`config.mk`:
```
export PLATFORM = sky130hd
export DESIGN_NAME = inst_encoder
export DESIGN_NICKNAME = d
export VERILOG_FILES = /design/src/rtl/inst_encoder.sv
export SDC_FILE = /design/constraint.sdc
export NUM_CORES = 1
export LEC_CHECK = 0
export ABC_AREA = 0
export ABC_CLOCK_PERIOD_IN_PS = 2000
export BUFFER_PORTS_ARGS = -buffer_cell sky130_fd_sc_hd__clkbuf_2
export CORE_MARGIN = 2
export CORE_UTILIZATION = 50
export CTS_BUF_LIST = sky130_fd_sc_hd__clkbuf_8 sky130_fd_sc_hd__clkbuf_16
export CTS_CLUSTER_SIZE = 25
export DETAILED_ROUTE_END_ITERATION = 8
export PLACE_DENSITY = 0.8
export SLEW_MARGIN = 25
export SYNTH_ARGS = -nofsm -noshare
export SYNTH_HDL_FRONTEND = slang
export SYNTH_SLANG_ARGS = --single-unit
```
`constraint.sdc`:
```
create_clock -name clk -period 2 [get_ports clk]
set_input_delay 0.3 -clock clk [delete_from_list [all_inputs] [get_ports clk]]
set_output_delay 0.3 -clock clk [all_outputs]
set_load 0.01 [all_outputs]
```
`src/rtl/inst_encoder.sv`:
```
// inst_encoder: streaming RV32I instruction encoder.
// Symbolic requests (op, rd, rs1, rs2, imm) come in over a valid/ready
// handshake. Each one is packed into a 32-bit word and written to sequential
// word addresses through a held write/ack port.
// Pipeline: encode register E, then write register W. W drives the write port.
// Optional build macro INST_ENCODER_IMM_CHECK_EN turns on immediate range
// checking. Out-of-range requests are accepted, dropped, and flag err_o.
`timescale 1ns/1ps

module inst_encoder #(
  parameter int BASE_ADDR = 0,
  parameter int ADDR_W    = 30
) (
  input  logic              clk,
  input  logic              rst,
  input  logic              req_valid_i,
  output logic              req_ready_o,
  input  logic [4:0]        op_i,
  input  logic [4:0]        rd_i,
  input  logic [4:0]        rs1_i,
  input  logic [4:0]        rs2_i,
  input  logic [31:0]       imm_i,
  input  logic              start_i,
  output logic              wr_en_o,
  output logic [ADDR_W-1:0] wr_addr_o,
  output logic [31:0]       wr_data_o,
  input  logic              wr_ack_i,
  output logic [ADDR_W-1:0] count_o,
  output logic              err_o,
  output logic              busy_o
);

  localparam logic [ADDR_W-1:0] BASE = ADDR_W'(BASE_ADDR);

  localparam logic [6:0] OPC_R     = 7'b0110011;
  localparam logic [6:0] OPC_I     = 7'b0010011;
  localparam logic [6:0] OPC_LOAD  = 7'b0000011;
  localparam logic [6:0] OPC_STORE = 7'b0100011;
  localparam logic [6:0] OPC_BR    = 7'b1100011;
  localparam logic [6:0] OPC_JAL   = 7'b1101111;
  localparam logic [6:0] OPC_JALR  = 7'b1100111;

  localparam logic [4:0] OP_ADD  = 5'd0;
  localparam logic [4:0] OP_SUB  = 5'd1;
  localparam logic [4:0] OP_AND  = 5'd2;
  localparam logic [4:0] OP_OR   = 5'd3;
  localparam logic [4:0] OP_XOR  = 5'd4;
  localparam logic [4:0] OP_SRA  = 5'd5;
  localparam logic [4:0] OP_SRL  = 5'd6;
  localparam logic [4:0] OP_SLL  = 5'd7;
  localparam logic [4:0] OP_SLT  = 5'd8;
  localparam logic [4:0] OP_ADDI = 5'd9;
  localparam logic [4:0] OP_SLTI = 5'd10;
  localparam logic [4:0] OP_XORI = 5'd11;
  localparam logic [4:0] OP_ORI  = 5'd12;
  localparam logic [4:0] OP_ANDI = 5'd13;
  localparam logic [4:0] OP_SLLI = 5'd14;
  localparam logic [4:0] OP_SRLI = 5'd15;
  localparam logic [4:0] OP_SRAI = 5'd16;
  localparam logic [4:0] OP_LW   = 5'd17;
  localparam logic [4:0] OP_SW   = 5'd18;
  localparam logic [4:0] OP_BEQ  = 5'd19;
  localparam logic [4:0] OP_BNE  = 5'd20;
  localparam logic [4:0] OP_JAL  = 5'd21;
  localparam logic [4:0] OP_JALR = 5'd22;

  logic              e_valid;
  logic [31:0]       e_data;
  logic              w_valid;
  logic [31:0]       w_data;
  logic [ADDR_W-1:0] count_q;
  logic              err_q;

  logic [31:0] enc_word;
  logic        op_legal;
  logic        imm_ok;
  logic        e_adv;
  logic        w_done;
  logic        accept;
  logic        restart;

  // Pack the current request into an instruction word and flag illegal ops.
  always_comb begin
    enc_word = '0;
    op_legal = 1'b1;
    case (op_i)
      OP_ADD:  enc_word = {7'b0000000, rs2_i, rs1_i, 3'b000, rd_i, OPC_R};
      OP_SUB:  enc_word = {7'b0100000, rs2_i, rs1_i, 3'b000, rd_i, OPC_R};
      OP_AND:  enc_word = {7'b0000000, rs2_i, rs1_i, 3'b111, rd_i, OPC_R};
      OP_OR:   enc_word = {7'b0000000, rs2_i, rs1_i, 3'b110, rd_i, OPC_R};
      OP_XOR:  enc_word = {7'b0000000, rs2_i, rs1_i, 3'b100, rd_i, OPC_R};
      OP_SRA:  enc_word = {7'b0100000, rs2_i, rs1_i, 3'b101, rd_i, OPC_R};
      OP_SRL:  enc_word = {7'b0000000, rs2_i, rs1_i, 3'b101, rd_i, OPC_R};
      OP_SLL:  enc_word = {7'b0000000, rs2_i, rs1_i, 3'b001, rd_i, OPC_R};
      OP_SLT:  enc_word = {7'b0000000, rs2_i, rs1_i, 3'b010, rd_i, OPC_R};
      OP_ADDI: enc_word = {imm_i[11:0], rs1_i, 3'b000, rd_i, OPC_I};
      OP_SLTI: enc_word = {imm_i[11:0], rs1_i, 3'b010, rd_i, OPC_I};
      OP_XORI: enc_word = {imm_i[11:0], rs1_i, 3'b100, rd_i, OPC_I};
      OP_ORI:  enc_word = {imm_i[11:0], rs1_i, 3'b110, rd_i, OPC_I};
      OP_ANDI: enc_word = {imm_i[11:0], rs1_i, 3'b111, rd_i, OPC_I};
      OP_SLLI: enc_word = {7'b0000000, imm_i[4:0], rs1_i, 3'b001, rd_i, OPC_I};
      OP_SRLI: enc_word = {7'b0000000, imm_i[4:0], rs1_i, 3'b101, rd_i, OPC_I};
      OP_SRAI: enc_word = {7'b0100000, imm_i[4:0], rs1_i, 3'b101, rd_i, OPC_I};
      OP_LW:   enc_word = {imm_i[11:0], rs1_i, 3'b010, rd_i, OPC_LOAD};
      OP_SW:   enc_word = {imm_i[11:5], rs2_i, rs1_i, 3'b010, imm_i[4:0], OPC_STORE};
      OP_BEQ:  enc_word = {imm_i[12], imm_i[10:5], rs2_i, rs1_i, 3'b000,
                           imm_i[4:1], imm_i[11], OPC_BR};
      OP_BNE:  enc_word = {imm_i[12], imm_i[10:5], rs2_i, rs1_i, 3'b001,
                           imm_i[4:1], imm_i[11], OPC_BR};
      OP_JAL:  enc_word = {imm_i[20], imm_i[10:1], imm_i[11], imm_i[19:12],
                           rd_i, OPC_JAL};
      OP_JALR: enc_word = {imm_i[11:0], rs1_i, 3'b000, rd_i, OPC_JALR};
      default: op_legal = 1'b0;
    endcase
  end

`ifdef INST_ENCODER_IMM_CHECK_EN
  logic signed [31:0] imm_s;
  logic               fits_12;
  logic               fits_br;
  logic               fits_jal;

  assign imm_s    = $signed(imm_i);
  assign fits_12  = (imm_s >= -32'sd2048) && (imm_s <= 32'sd2047);
  assign fits_br  = (imm_s >= -32'sd4096) && (imm_s <= 32'sd4094) && !imm_i[0];
  assign fits_jal = (imm_s >= -32'sd1048576) && (imm_s <= 32'sd1048574) && !imm_i[0];

  // Range-check the immediate against the field it is packed into.
  always_comb begin
    imm_ok = 1'b1;
    case (op_i)
      OP_ADDI, OP_SLTI, OP_XORI, OP_ORI, OP_ANDI,
      OP_LW, OP_SW, OP_JALR:     imm_ok = fits_12;
      OP_SLLI, OP_SRLI, OP_SRAI: imm_ok = (imm_i[31:5] == 27'd0);
      OP_BEQ, OP_BNE:            imm_ok = fits_br;
      OP_JAL:                    imm_ok = fits_jal;
      default:                   imm_ok = 1'b1;
    endcase
  end
`else
  // Without checking, immediates are simply truncated to their field.
  logic unused_imm;
  assign imm_ok     = 1'b1;
  assign unused_imm = ^{imm_i[31:21], imm_i[0]};
`endif

  // E moves into W when W is free or W is being acknowledged right now.
  assign e_adv       = e_valid && (!w_valid || wr_ack_i);
  assign w_done      = w_valid && wr_ack_i;
  assign req_ready_o = !start_i && (!e_valid || e_adv);
  assign accept      = req_valid_i && req_ready_o;
  assign restart     = start_i && !busy_o;

  assign busy_o    = e_valid || w_valid;
  assign wr_en_o   = w_valid;
  assign wr_data_o = w_data;
  assign wr_addr_o = BASE + count_q;
  assign count_o   = count_q;
  assign err_o     = err_q;

  // Two-stage word pipeline; W holds its word until acknowledged.
  always_ff @(posedge clk) begin
    if (rst) begin
      e_valid <= 1'b0;
      e_data  <= '0;
      w_valid <= 1'b0;
      w_data  <= '0;
    end else begin
      if (e_adv) begin
        w_valid <= 1'b1;
        w_data  <= e_data;
      end else if (w_done) begin
        w_valid <= 1'b0;
      end

      if (accept && op_legal && imm_ok) begin
        e_valid <= 1'b1;
        e_data  <= enc_word;
      end else if (e_adv) begin
        e_valid <= 1'b0;
      end
    end
  end

  // Write counter and sticky error; restart clears both only when idle.
  always_ff @(posedge clk) begin
    if (rst) begin
      count_q <= '0;
      err_q   <= 1'b0;
    end else if (restart) begin
      count_q <= '0;
      err_q   <= 1'b0;
    end else begin
      if (w_done) count_q <= count_q + 1'b1;
      if (accept && !(op_legal && imm_ok)) err_q <= 1'b1;
    end
  end

endmodule

```
# After elaboration in Yosys (flattened, before gate mapping)

Cells that the tools add are included.

Add/subtract/negate cells: 1
Equality and inequality tests: 22
Mux-type cells: 6
Reduce and logical (&&, ||, !) cells: 20

Operator list:

| kind                    | count |
|---|---|
| $pmux W32 S23           | 1 |
| $eq A5 B4 Y1 const B    | 8 |
| $eq A5 B5 Y1 const B    | 7 |
| $add A30 B1 Y30 const B | 1 |
| $reduce_or A23 Y1       | 1 |
| $eq A5 B3 Y1 const B    | 4 |
| $eq A5 B2 Y1 const B    | 2 |
| $logic_and A1 B1 Y1     | 7 |
| $eq A5 B1 Y1 const B    | 1 |
| $logic_not A1 Y1        | 5 |
| $logic_not A5 Y1        | 1 |
| $mux W1                 | 5 |
| $reduce_bool A2 Y1      | 2 |
| $logic_or A1 B1 Y1      | 3 |
| $reduce_or A2 Y1        | 1 |

Flip-flop bits (word level): 97
Input port bits: 57
Output and inout port bits: 96

# Logic depth before layout (Yosys ltp)

Depth in word-level cells: 8
Depth in mapped cells: 8
Gate-level depth less buffers: 6

# Worst setup path after synthesis

Ideal clock, no wire load.

Path kind: register to register
Start point: register count_q[0], in the netlist count_o[0]
End point: register count_q[16], in the netlist count_o[16]
Arrival: 1.488 ns
Data required time: 1.872 ns
Setup slack: 0.384 ns
Cell stages (with the launch flop): 7
Cells stage by stage: dfxtp_1 ha_1 nand4_1 nor3_4 nand4_1 xor2_1 nor2_1

Cells in the longest elaborated chain, start to end: 1

Ends and longest elaborated chain:

| item                     | RTL line | RTL |
|---|---|---|
| start: declaration       | 71       | `logic [ADDR_W-1:0] count_q;` |
| start signal: assignment | 194      | `if (w_done) count_q <= count_q + 1'b1;` |
| $add A30 B1 Y30          | 194      |  |

Every way passes these cells.
A chain may end at the register's enable or synchronous reset.

# Final worst setup path

Start point: register w_valid, in the netlist wr_en_o
End point: register e_data[8]

Cells in the longest elaborated chain, start to end: 7

Ends and longest elaborated chain:

| item                     | RTL line | RTL |
|---|---|---|
| start: declaration       | 69       | `logic w_valid;` |
| start signal: assignment | 166      | `w_valid <= 1'b0;` |
| start signal: assignment | 170      | `w_valid <= 1'b1;` |
| start signal: assignment | 173      | `w_valid <= 1'b0;` |
| $logic_not A1 Y1         | 148      | `assign e_adv = e_valid && (!w_valid \|\| wr_ack_i);` |
| $logic_or A1 B1 Y1       | 148      |  |
| $logic_and A1 B1 Y1      | 148      |  |
| $logic_or A1 B1 Y1       | 150      | `assign req_ready_o = !start_i && (!e_valid \|\| e_adv);` |
| $logic_and A1 B1 Y1      | 150      |  |
| $logic_and A1 B1 Y1      | 151      | `assign accept = req_valid_i && req_ready_o;` |
| $logic_and A1 B1 Y1      | 176      | `if (accept && op_legal && imm_ok) begin` |
| end signal: assignment   | 178      | `e_data <= enc_word;` |
| end: declaration         | 68       | `logic [31:0] e_data;` |

Every way passes these cells.

==> results.ini <==
[run_status]
outcome=finished clean

[power_and_ir_drop]
internal-power_w=0.00257
cellLeakagePower_nw=2.23
power_w=0.00357
peakVddDrop_uv=383
cellPowerDensity_mw_per_mm2=677
swShare_pct=28.1
power_frac_seq_pct=54.7
clkPwrFrac_pct=35.2
power.switching_w=0.00100
combPwrFrac_pct=10.1

[timing]
fin_crit_ns=1.84
timing.slew.headroom_pct=44.9
slew_violations=0
post-route-period-util_pct=92.2
fin_setup_tns_ns=0
fin_ws_ns=0.157
finalClockSkew_ns=0.00915
tightestPinTransition_ns=0.822
rsz0062_at_grt=no
max_freq_mhz=543
final_hold_viol_count=0
finalSetupViolations=0

[layout]
fill_cells=812
fin_nets=715
final_cell_count_no_fill=770
syn2layout_area_growth_pct=19.4
fin_area_mm2=0.00527
multi_input_area_mm2=0.00209
seqCellArea_mm2=0.00190
drive_above_1_share_pct=29.3
antenna_cells=0

[floorplanning]
start_util_pct=51.1
io_pins=153
die_height_um=97.9
num_rows=34
die_width_um=97.9
die_area_mm2=0.00959
fp.coreArea_mm2=0.00864

[drt]
via_per_inst=5.41
postRouteWirelength_mm=10.9
routedWlPerCell_um=14.2
drt_pass1_iterations=5
drc=0
drt_iter0_markers=142
vias=4165
ant_nets=0

[synth]
yosysTopAreaCellShare_pct=43.1
synth_nets=603
ys_seq_area_share_pct=43.1
syn-instance-count=545
yosysTopAreaCell=dfxtp_1
synth.most_common_cell=dfxtp_1
synthArstFlopShare_pct=0
synthTopCellsByCount=dfxtp_1 (95), nand2_1 (85), nor2_1 (66)
syn_area_mm2=0.00441
yosys_warnings=0
synth.distinct_cells=53
synth_flop_cell=dfxtp_1
synth_area_leaders=dfxtp_1 (43%), nand2_1 (7.2%), a21oi_1 (5.7%)
avgSynthCellArea_um2=8.09
synth.ff_latch_count=95
synth-edff-count=0

[clocking]
path_clk_slew_ns=0.11
clockBufferDepth=2
insertion_delay_ns=0.36
cts_tree=yes
post_cts_buffers=0
postCtsResizedCells=0
cts_root_buffer=clkbuf_8
clock-sinks=95
numCtsBuffers=9
htreeDepth=3
cts-hold-fix-buffers=0

[setup_path]
crit_path_end_kind=flop
crit_chain=nor2b_4, a211oi_4, nand2_2, a221oi_1, nor3_1
slowest_stage=a221oi_1
r2r_slack_ns=0.16
critical_path_required_ns=2.24
crit_buf_inv=0
cpPeakStageDelay_ns=0.41
startpoint_type=flop
critical_path.max_fanout=21
crit_family=compound AO/OA/AOI/OAI gates
crit_arrival_ns=2.09
path_class=flop to flop

[placement]
portBuffers=141
post-place-ws_ns=0.112
dpl.hpwl_mm=8.08
dp.cells=754
dpl_cell_area_mm2=0.00507
gp_congestion=0.913

[global_routing]
grt_max_degree=45
overflow=0
antenna_found_initial=0
grt_usage_pct=22.8
grt_pass1_vias=3828
grt_pass1_wl_mm=18.2

[flow_run]
maxCapViolCount=0

[worst_hold_path]
min_path_type=input pin to flop

placed cells by master (no fill, tap or decap), types with 6 or more instances in the layout:
cell	n
xor2_1	24
nand3_1	19
nor3_1	28
clkbuf_8	9
dfxtp_1	95
clkbuf_2	141
inv_1	8
xnor2_1	6
nand2b_1	8
nand4_1	12
buf_4	22
a221oi_1	14
nand2_1	85
a21oi_1	50
nor2_1	66
o21ai_0	10
worst min-delay path: stages:
cell	delay, ns
clkbuf_2	0.08
nand3_1	0.05
a21oi_1	0.06
area by class of cell:
| cell class | instances | area share, % |
|---|---|---|
| Timing Repair Buffer | 165 | 17.3 |
| Multi-Input combinational cell | 377 | 39.6 |
| Inverter | 9 | 0.641 |
| Clock buffer | 9 | 2.35 |
| Sequential cell | 95 | 36.1 |
| Clock inverter | 7 | 1.42 |
| Tap cell | 108 | 2.56 |
worst paths after layout:
| check | from | depth (start not counted) | to |
|---|---|---|---|
| worst min-delay path | imm_i[9] | 3 | e_data[29]$_SDFFE_PP0P_ |
| worst max-delay path | wr_en_o$_SDFFE_PP0P_ | 5 | e_data[8]$_SDFFE_PP0P_ |
| worst max register to register | wr_en_o$_SDFFE_PP0P_ | 5 | e_data[8]$_SDFFE_PP0P_ |
| worst min register to register | e_data[1]$_SDFFE_PP0P_ | 2 | wr_data_o[1]$_SDFFE_PP0P_ |
logic make-up after synthesis:
logic type / Yosys count / synth area share, %
adder cells (fa/ha/maj): 1 / 0.284
XOR/XNOR: 30 / 5.96
AND/OR/NAND/NOR: 247 / 26.6
AO/OA/AOI/OAI: 99 / 14.4
buffers and inverters: 73 / 9.61
flip-flops: 95 / 43.1
state kept, by name, summed over array words and instances (netlist names):
name       count
wr_data_o     31
count_o       30
wr_en_o        1
e_data        31
err_o          1
e_valid        1
metal layers:
metal / GRT usage [%] / wire, um / vias to the layer above
met5: 0 / 0 / -
met4: 7.05 / 210 / 0
met3: 5.08 / 763 / 17
met2: 37.3 / 5040 / 174
met1: 30.1 / 4900 / 1916
li1: - / - / 2058
per-stage QoR:
step                hold WS [ns]  utilization [%]
CTS                        0.147             61.0
finish                     0.161             61.0
detailed placement         0.447             58.7
floorplan                  0.432                -
global placement           0.439             58.7
global route               0.154             61.0
power by group through the flow:
stage          Sequential, W  Combinational [W]  Clock (W)
3_5_place_dp         0.00200           0.000356          0
5_1_grt              0.00196           0.000397    0.00138
4_1_cts              0.00195           0.000357    0.00129
6_report             0.00195           0.000359    0.00126
2_1_floorplan        0.00200           0.000217          0
3_3_place_gp         0.00200           0.000352          0
Power figures use the tool's default switching activity.
